==> config.mk <==
export PLATFORM = sky130hd
export DESIGN_NAME = serial_frame_rx
export DESIGN_NICKNAME = d
export VERILOG_FILES = /design/src/rtl/serial_frame_rx.sv
export SDC_FILE = /design/constraint.sdc
export NUM_CORES = 1
export LEC_CHECK = 0
export ABC_AREA = 0
export BUFFER_PORTS_ARGS = -buffer_cell sky130_fd_sc_hd__buf_2
export CORE_ASPECT_RATIO = 1.25
export CORE_UTILIZATION = 55
export CTS_CLUSTER_DIAMETER = 200
export DETAILED_ROUTE_END_ITERATION = 10
export PLACE_DENSITY = 0.84
export SETUP_SLACK_MARGIN = 0.5
export SLEW_MARGIN = 25
export SYNTH_ARGS = -nofsm -noshare
export SYNTH_HDL_FRONTEND = slang
export SYNTH_SLANG_ARGS = --single-unit
==> constraint.sdc <==
create_clock -name clk -period 2.5 [get_ports clk]
set_clock_uncertainty 0.05 [all_clocks]
set_input_delay 0.25 -clock clk [delete_from_list [all_inputs] [get_ports clk]]
set_output_delay 0.25 -clock clk [all_outputs]
set_load 0.02 [all_outputs]
==> src/rtl/serial_frame_rx.sv <==
`default_nettype none
// ============================================================================
//  Module   : serial_frame_rx
//  Purpose  : Bit-serial frame receiver, one sample per clock, configurable
//             data width, optional even/odd parity, 1 or 2 stop bits, with a
//             valid/ready output register and framing/parity/overrun pulses.
//  Revision : 1.0 - initial release
// ============================================================================
module serial_frame_rx #(
  parameter int DATA_BITS = 8,   // 5..16, LSB first
  parameter int PARITY    = 0,   // 0 none, 1 even, 2 odd
  parameter int STOP_BITS = 1    // 1 or 2
) (
  input  logic                 clk,
  input  logic                 reset,
  input  logic                 in,
  output logic [DATA_BITS-1:0] out_data,
  output logic                 out_valid,
  input  logic                 out_ready,
  output logic                 frame_err,
  output logic                 parity_err,
  output logic                 overrun
);

  localparam int                CNT_W     = $clog2(DATA_BITS);
  localparam logic [CNT_W-1:0]  LAST_BIT  = CNT_W'(DATA_BITS - 1);
  localparam logic              LAST_STOP = (STOP_BITS == 2);
  localparam logic              ODD       = (PARITY == 2);

  typedef enum logic [2:0] {
    IDLE = 3'd0,
    DATA = 3'd1,
    PAR  = 3'd2,
    STOP = 3'd3,
    ERR  = 3'd4
  } state_t;

  state_t               state, state_n;
  logic [DATA_BITS-1:0] shreg, shreg_n;
  logic [CNT_W-1:0]     bit_cnt, bit_cnt_n;
  logic                 stop_cnt, stop_cnt_n;
  logic                 par_bit, par_bit_n;

  logic                 frame_done;   // all stop bits sampled as 1 this cycle
  logic                 stop_bad;     // a stop bit sampled as 0 this cycle
  logic                 parity_ok;
  logic                 good;
  logic                 accept;
  logic                 load;

  logic [DATA_BITS-1:0] out_data_n;
  logic                 out_valid_n;
  logic                 frame_err_n;
  logic                 parity_err_n;
  logic                 overrun_n;

  // Register all state, datapath and output flags.
  always_ff @(posedge clk) begin
    if (reset) begin
      state      <= IDLE;
      shreg      <= '0;
      bit_cnt    <= '0;
      stop_cnt   <= 1'b0;
      par_bit    <= 1'b0;
      out_data   <= '0;
      out_valid  <= 1'b0;
      frame_err  <= 1'b0;
      parity_err <= 1'b0;
      overrun    <= 1'b0;
    end else begin
      state      <= state_n;
      shreg      <= shreg_n;
      bit_cnt    <= bit_cnt_n;
      stop_cnt   <= stop_cnt_n;
      par_bit    <= par_bit_n;
      out_data   <= out_data_n;
      out_valid  <= out_valid_n;
      frame_err  <= frame_err_n;
      parity_err <= parity_err_n;
      overrun    <= overrun_n;
    end
  end

  // Next-state, frame checking and output-register handshake.
  always_comb begin
    state_n    = state;
    shreg_n    = shreg;
    bit_cnt_n  = bit_cnt;
    stop_cnt_n = stop_cnt;
    par_bit_n  = par_bit;
    frame_done = 1'b0;
    stop_bad   = 1'b0;

    case (state)
      IDLE: begin
        if (!in) begin
          state_n   = DATA;
          bit_cnt_n = '0;
        end
      end
      DATA: begin
        shreg_n = {in, shreg[DATA_BITS-1:1]};
        if (bit_cnt == LAST_BIT) begin
          bit_cnt_n  = '0;
          stop_cnt_n = 1'b0;
          state_n    = (PARITY != 0) ? PAR : STOP;
        end else begin
          bit_cnt_n = bit_cnt + 1'b1;
        end
      end
      PAR: begin
        par_bit_n = in;
        state_n   = STOP;
      end
      STOP: begin
        if (!in) begin
          // Remaining stop bits are not waited for once one is bad.
          stop_bad   = 1'b1;
          stop_cnt_n = 1'b0;
          state_n    = ERR;
        end else if (stop_cnt == LAST_STOP) begin
          frame_done = 1'b1;
          stop_cnt_n = 1'b0;
          state_n    = IDLE;
        end else begin
          stop_cnt_n = 1'b1;
        end
      end
      ERR: begin
        // A line held low after a framing error must not look like a start bit.
        if (in) state_n = IDLE;
      end
      default: state_n = IDLE;
    endcase

    parity_ok = (PARITY == 0) ? 1'b1 : ((^{shreg, par_bit}) == ODD);
    good      = frame_done & parity_ok;
    accept    = out_valid & out_ready;
    load      = good & (~out_valid | out_ready);

    out_data_n   = load ? shreg : out_data;
    out_valid_n  = load ? 1'b1 : (accept ? 1'b0 : out_valid);
    frame_err_n  = stop_bad;
    parity_err_n = frame_done & ~parity_ok;
    overrun_n    = good & ~load;
  end

endmodule
`default_nettype wire
**After elaboration in Yosys (flattened, before gate mapping)**

Index checks and enable logic that the tools add are counted.

- Add/subtract/negate cells: 1
- Equality and inequality tests: 9
- Muxes and demuxes: 19
- Bitwise gates (word level): 7
- Reduce and logical (&&, ||, !) cells: 8

Operator list:

| cell | number |
|---|---|
| $mux 3 | 7 |
| $pmux 3 s5 | 1 |
| $mux 1 | 9 |
| $eq 3x2->1 const B | 2 |
| $eq 3x3->1 const B | 2 |
| $ne 2x2->1 const B | 3 |
| $pmux 3 s2 | 1 |
| $reduce_bool 2->1 | 3 |
| $reduce_and 2->1 | 2 |
| $reduce_and 4->1 | 1 |
| $add 3x1->3 const B | 1 |
| $and 1x1->1 | 3 |
| $eq 3x1->1 const B | 1 |
| $logic_not 3->1 | 1 |
| $ne 3x3->1 const B | 1 |
| $not 1->1 | 3 |
| $pmux 1 s2 | 1 |
| $reduce_or 2->1 | 1 |
| $or 1x1->1 | 1 |

- Register bits: 26
- Bits of input ports: 4
- Output and inout port bits: 12
- Word-level logic and storage cells: 52

**Logic depth before layout (Yosys ltp)**

Gate-level depths: netlist of the first run.

- Depth in word-level cells: 6
- Gate-level depth with buffers: 5
- Gate-level depth less buffers: 5

**Worst setup path after synthesis of the first run**

Ideal clock, no wire load.

- Path type: register to register
- From: register state[2]
- To: register out_data[0]
- Setup time: 72 ps
- Data arrival time: 1149 ps
- Required time: 2378 ps
- Path slack: 1230 ps
- Stages on the path, launching flop included: 6
- Buffers on the path: 2
- Clock period less this slack: 1270 ps
- Cells stage by stage: dfxtp_1 -> clkbuf_8 -> nand3b_4 -> nor4b_4 -> buf_6 -> mux2i_1

- Cells in the longest elaborated chain, start to end: 3

Ends and longest elaborated chain:

| item | RTL line | RTL |
|---|---|---|
| start: declaration | 38 | `state_t state, state_n;` |
| start signal: assignment | 71 | `state <= state_n;` |
| $eq 3x2->1 | 94 | `case (state)` |
| $mux 1 | 94 |  |
| $and 1x1->1 | 139 | `load = good & (~out_valid \| out_ready);` |
| end signal: assignment | 76 | `out_data <= out_data_n;` |
| end: declaration | 17 | `output logic [DATA_BITS-1:0] out_data,` |

No other way between the ends.
A chain may end at the register's enable or synchronous reset.

**Final worst setup path of the first run**

- From: register state[1]
- To: register out_data[0]

The elaborated chain is that of the path after synthesis.

==> key figures, run 1 <==
Synth
  – FF+latch count, synth: 26
  – Post-synth net total: ~120
  – Yosys warnings: 0
  – Synth async-reset ratio: 0%
  – Most common cell in the netlist: dfxtp_1
  – Post-synth top flop: dfxtp_1
  – Commonest cells in the netlist: dfxtp_1, mux2i_1, nand2b_1
  – Post-synthesis cell count: 110
  – Synth Area per Inst: between 10 and 15 sq um
  – Synth cell types: 26
  – Top cell type's share of synthesized area: approximately 46%
  – Synth area leaders: dfxtp_1, mux2i_1, nand2b_1
  – Leading area contributor after synthesis: dfxtp_1
  – Sequential share of the synthesized area: 45.6%
  – Post-synth EDFFs: 0
  – Mapped cell area: 1140 sq um

Power and ir drop
  – VDD IR-drop max: around 0.00036 V
  – Pwr dens: ~530 nW/um^2
  – P_leak: around 0.49 nW

Clocking
  – CTS Buffer Depth: 2
  – Root Driver: clkbuf_4
  – Worst skew pair latency: ~0.32 ns
  – Clock slew at reported path FFs: 0.13 ns
  – Clock sinks: 26
  – TritonCTS clock tree: done
  – Postcts setup bufs: 0
  – H-tree Lvls: 1
  – Post-CTS Hold Buffers: 0
  – PostCTS Resize Cnt: 0
  – Total CTS buffers: 3

Timing
  – Setup TNS: 0 ns
  – Max Clk Rate: 579 MHz
  – Tcrit/Tclk final: between 60 and 70%
  – Worst setup margin: roughly 0.77 ns
  – Final setup violation count: 0
  – Tightest Pin Transition: 0.706 ns
  – RSZ-0062 raised after global routing: no
  – Max-slew violations: 0
  – Slew HR: between 50% and 60%
  – Minimum clock period: between 1.5 and 2 ns
  – Final hold vios: 0

Worst setup path
  – Reg2Reg Depth: 3
  – WP buf/inv: 0
  – Reg2Reg Setup Slack: approximately 0.77 ns
  – Worst Setup SP: state[1]
  – Crit. End Element: flip-flop
  – CP Class: reg -> reg
  – WP data required: between 2 and 3 ns
  – Critical-path top delay cell: nor4b_4
  – RR Endpoint: out_data[0]
  – Critical path's top delay family: simple AND/OR/NAND/NOR gates
  – FF-to-FF Start: state[1]
  – Critical path's largest stage delay: approximately 0.62 ns
  – Crit path launch type: flip-flop
  – Worst path arrival time: between 1.5 and 2 ns
  – Crit Path Max Fanout: 9
  – CP cell instances: nand3b_4 > nor4b_4 > mux2i_1

Floorplanning
  – Row count: 18
  – Starting Density: around three fifths
  – Die Ht: 52.9 um
  – I/O Pins: 16
  – DIE WIDTH: 42.7 um
  – Core Area: 1960 sq um
  – Die area: ~2300 sq um

Job
  – Max_cap viols: 0

Outcome
  – Status: completed

Min path
  – Hold Path End: frame_err
  – Min-delay src: in
  – Worst hold stages: 2
  – Hold WC Path Type: in -> reg

Global routing
  – Initial antenna violation count: 0
  – Largest net degree at the start of global routing: 35
  – First-pass GRT wire length: about 2.8 mm
  – Tot GR Track Use: 17.1%
  – Grt ovf: 0
  – Vias in the first global route: slightly below 700

Place
  – DP Worst Slack: ~0.79 ns
  – Detailed Place HPWL: roughly 1.2 mm
  – GP Congestion: ~0.78
  – Placed cells: 136
  – PortBufs: 14

Cells and area
  – Share of cells above drive strength 1: around 18%
  – Non-Filler Instances: roughly 140
  – Synthesis-to-layout area growth: 4.17%
  – Diode count: 0
  – Fillers: 170
  – Nets: about 130
  – Fin util: 60.7%

Detailed routing
  – Vias per cell: about 5.5
  – Routed WL: around 1.7 mm
  – DRC errors left: 0
  – DRT iter0 DRCs: 6
  – Routed len/inst: approximately 12 um
  – Via count: between 700 and 800
  – Post-route ant nets: 0
  – Drt pass-1 iters: 4
## cell families (layout without fill, tap and decap cells)
group	after synthesis	in the layout	synth area share, %
flops	26	26	45.6
compound gates	12	12	6.80
simple gates	40	40	22.7
buf+inv	12	21	7.46
mux	17	17	14.9
other cells	1	1	0.329
fa+ha+maj	2	2	2.19
## state kept, by name (all words and copies together), names as in the netlist
| register | flops |
|---|---|
| bit_cnt | 3 |
| frame_err | 1 |
| out_data | 8 |
| out_valid | 1 |
| overrun | 1 |
| shreg | 8 |
| state | 3 |
| stop_cnt | 1 |
## worst max path at each step
stage                     cells past startpoint          end  slack (ns)
after CTS                                     3  out_data[0]        0.76
after global routing                          3  out_data[5]        0.66
final                                         3  out_data[0]        0.77
after floorplan                               5  out_data[0]        1.23
after detailed placement                      3  out_data[0]        0.79
after global placement                        3  out_data[1]        0.85
## worst register-to-register path, cell delays in order, from the launching register on
cell	delay (ns)
dfxtp_1	0.60
nand3b_4	0.13
nor4b_4	0.62
mux2i_1	0.26
## power breakdown
group	switching, mW	internal (mW)	total [mW]
Sequential	0.00504	0.419	0.424
Combinational	0.0204	0.0164	0.0368
Clock	0.116	0.0566	0.172
## cell type report
| type | instances | area [sq um] | area share, % |
|---|---|---|---|
| multi-input combinational | 72 | 536 | 45.1 |
| sequential | 26 | 520 | 43.8 |
| timing repair buffer | 14 | 70.1 | 5.89 |
| tap | 20 | 25.0 | 2.11 |
| clock buffer | 3 | 22.5 | 1.89 |
| inverter | 4 | 15.0 | 1.26 |
## routing by layer
metal,vias to the layer above,global-route usage (%),wire length [um]
met5,-,0,0
met4,0,13.0,43
met3,5,4.10,51
met2,14,27.3,804
met1,360,19.5,774
li1,390,-,-
## layout by cell type (no fill, tap or decap), drive strengths merged
cell type	instances
dfxtp	26
nand2b	17
mux2i	17
buf	14
nor2	10
a21oi	6
nand2	4
inv	4
o31ai	3
clkbuf	3
nor4	2
ha	2
and2b	1
nor3b	1
nand3b	1
nor4b	1
a2111oi	1
or3	1
nor3	1
a211oi	1
a311oi	1
nand3	1
conb	1
## through the flow
step	total power [mW]	cell area (sq um)	hold WS, ns
finish	0.633	1190	0.147
detailed placement	0.470	1170	0.413
global placement	0.469	1170	0.408
CTS	0.639	1190	0.144
global route	0.658	1190	0.154
floorplan	0.464	1140	0.277
No activity file was read; power rests on OpenSTA's default activity.
==> inputs of run 2 (changes only) <==
CORE_UTILIZATION = 49   (was 55)
PLACE_DENSITY = 0.8   (was 0.84)
clock period = 1.4 ns   (was 2.5 ns; I/O delays follow)
==> run 2 against run 1 <==
Net effect:
- register-to-register slack lost 0.68 ns
- combinational power grew 150%
- count of clock-buffer cells in the layout grew 1
- power grew 93%
- wire length grew 19%
- global-route usage shrank 0.26 points
- maximum frequency grew 32%
- non-clock buffer count grew 11
- sequential cell count is the same
- critical path depth grew 1
- die area grew 12%
- core utilization grew 6.2 points
==> key figures, run 2 (synthesis gave the netlist of run 1 again) <==
Outcome
  – Status: completed

Worst setup path
  – WP data required: 1.59 ns (-1.11 ns)
  – Worst path arrival time: 1.50 ns (-0.43 ns)
  – Critical path's largest stage delay: 0.37 ns (-0.25 ns)
  – WP buf/inv: 1 (+1)
  – Critical path's top delay family: simple AND/OR/NAND/NOR gates
  – Critical-path top delay cell: dfxtp_2
  – Crit Path Max Fanout: 8 (-1)
  – CP cell instances: nand3b_4 > nor4b_4 > buf_12 > mux2i_1
  – CP Class: reg -> reg
  – Crit path launch type: flip-flop
  – Crit. End Element: flip-flop

Detailed routing
  – Vias per cell: 5.04 (-9.0%)
  – DRC errors left: 0 (unchanged)
  – Routed WL: 2.00 mm (+19%)
  – Routed len/inst: 12.3 um (+2.4%)
  – Via count: 816 (+6.1%)
  – Drt pass-1 iters: 4 (unchanged)
  – Post-route ant nets: 0 (unchanged)
  – DRT iter0 DRCs: 5 (-1)

Global routing
  – Largest net degree at the start of global routing: 35 (unchanged)
  – Grt ovf: 0 (unchanged)
  – First-pass GRT wire length: 3.27 mm (+16%)
  – Initial antenna violation count: 0 (unchanged)
  – Vias in the first global route: 798 (+15%)
  – Tot GR Track Use: 16.8% (-0.26 points)

Timing
  – Final hold vios: 0 (unchanged)
  – Minimum clock period: 1.31 ns (-0.417 ns)
  – Tightest Pin Transition: 0.522 ns (-0.183 ns)
  – Final setup violation count: 0 (unchanged)
  – Setup TNS: 0 ns (unchanged)
  – Tcrit/Tclk final: 93.6% (+24 points)
  – Max-slew violations: 0 (unchanged)
  – Worst setup margin: 0.0901 ns (-0.683 ns)
  – RSZ-0062 raised after global routing: yes
  – Max Clk Rate: 763 MHz (+32%)
  – Slew HR: 65.2% (+12 points)

Power and ir drop
  – P_leak: 0.568 nW (+15%)
  – Pwr dens: 825 nW/um^2 (+55%)
  – VDD IR-drop max: 0.000685 V (+89%)

Place
  – PortBufs: 14 (unchanged)
  – GP Congestion: 0.746 (-4.2%)
  – Cell Area, Placed: 1270 sq um (+9.0%)
  – DP Worst Slack: 0.0780 ns (-0.709 ns)
  – Detailed Place HPWL: 1.35 mm (+16%)

Floorplanning
  – Die area: 2530 sq um (+12%)
  – Starting Density: 51.6% (-6.6 points)
  – Core Area: 2210 sq um (+13%)
  – Die Ht: 56.0 um (+5.7%)
  – DIE WIDTH: 45.2 um (+5.7%)
  – Row count: 19 (+1)
  – I/O Pins: 16 (unchanged)

Cells and area
  – Register Area: 543 sq um (+4.3%)
  – Fillers: 169 (-0.59%)
  – Synthesis-to-layout area growth: 29.6%
  – Largest regs: out_data (8), shreg (8)
  – Nets: 138 (+8.7%)
  – Area occupied by multi-input gates: 601 sq um (+12%)
  – Share of cells above drive strength 1: 47.3% (+30 points)
  – Diode count: 0 (unchanged)
  – Finished Cell Area: 1480 sq um (+24%)
  – Most frequent cells in the layout: nand2b_1, mux2i_1, dfxtp_2

Min path
  – Hold WC Path Type: in -> reg

Clocking
  – H-tree Lvls: 1 (unchanged)
  – CTS Buffer Depth: 2 (unchanged)
  – TritonCTS clock tree: done
  – Total CTS buffers: 3 (unchanged)
  – Root Driver: clkbuf_4
  – Clock sinks: 26 (unchanged)
  – Worst skew pair latency: 0.31 ns (about the same)
  – Clock slew at reported path FFs: 0.14 ns (about the same)

Job
  – Max_cap viols: 0 (unchanged)
run 2: through the flow:
stage	utilization, %	power (mW)	std cells	hold WS [ns]
6_report	66.9	1.22	162	0.0528
5_1_grt	66.9	1.26	162	0.0709
4_1_cts	65.0	1.22	160	0.0528
3_5_place_dp	57.5	0.852	153	0.404
3_3_place_gp	57.5	0.849	153	0.393
2_1_floorplan	-	0.835	110	0.167
run 2: tightest hold or removal path: stages:
cell and delay, ns:
buf_2 0.07, nand2b_1 0.13, nor3_1 0.06
run 2: final timing paths:
kind / slack, ns / depth (start not counted) / to / from
setup / recovery: 0.09 / 4 / out_data[1] / state[2]
hold / removal: 0.05 / 3 / overrun / out_ready
hold reg to reg: 0.44 / 2 / out_data[0] / out_data[0]
setup reg to reg: 0.09 / 4 / out_data[1] / state[2]
run 2: final cells by class:
class,count,area share [%]
clock buffers,4,2.45
inverters,4,1.02
multi-input cells,72,40.6
flip-flops and latches,26,36.7
well taps,31,2.62
repair buffers,25,16.6
run 2: routing by layer:
metal	wire [um]	part of all wire (%)	global-route usage [%]
met5	0	0	0
met4	40	2.0	5.19
met3	26	1.3	1.95
met2	1050	53	29.8
met1	877	44	20.2
run 2: power by group:
part           switching, mW  internal (mW)  leakage, nW  total (mW)
Clock                  0.213          0.159       0.0210       0.371
Sequential           0.00964          0.748        0.218       0.757
Combinational         0.0466         0.0449        0.329      0.0915
run 2: timing repair:
item	4_1_cts	5_1_grt
endpoints found under the hold margin	0	0
buffers inserted	3	2
resized for setup	41	7
gates cloned	0	0
setup endpoints to repair	37	37
hold buffers	0	0
pin swaps	4	1
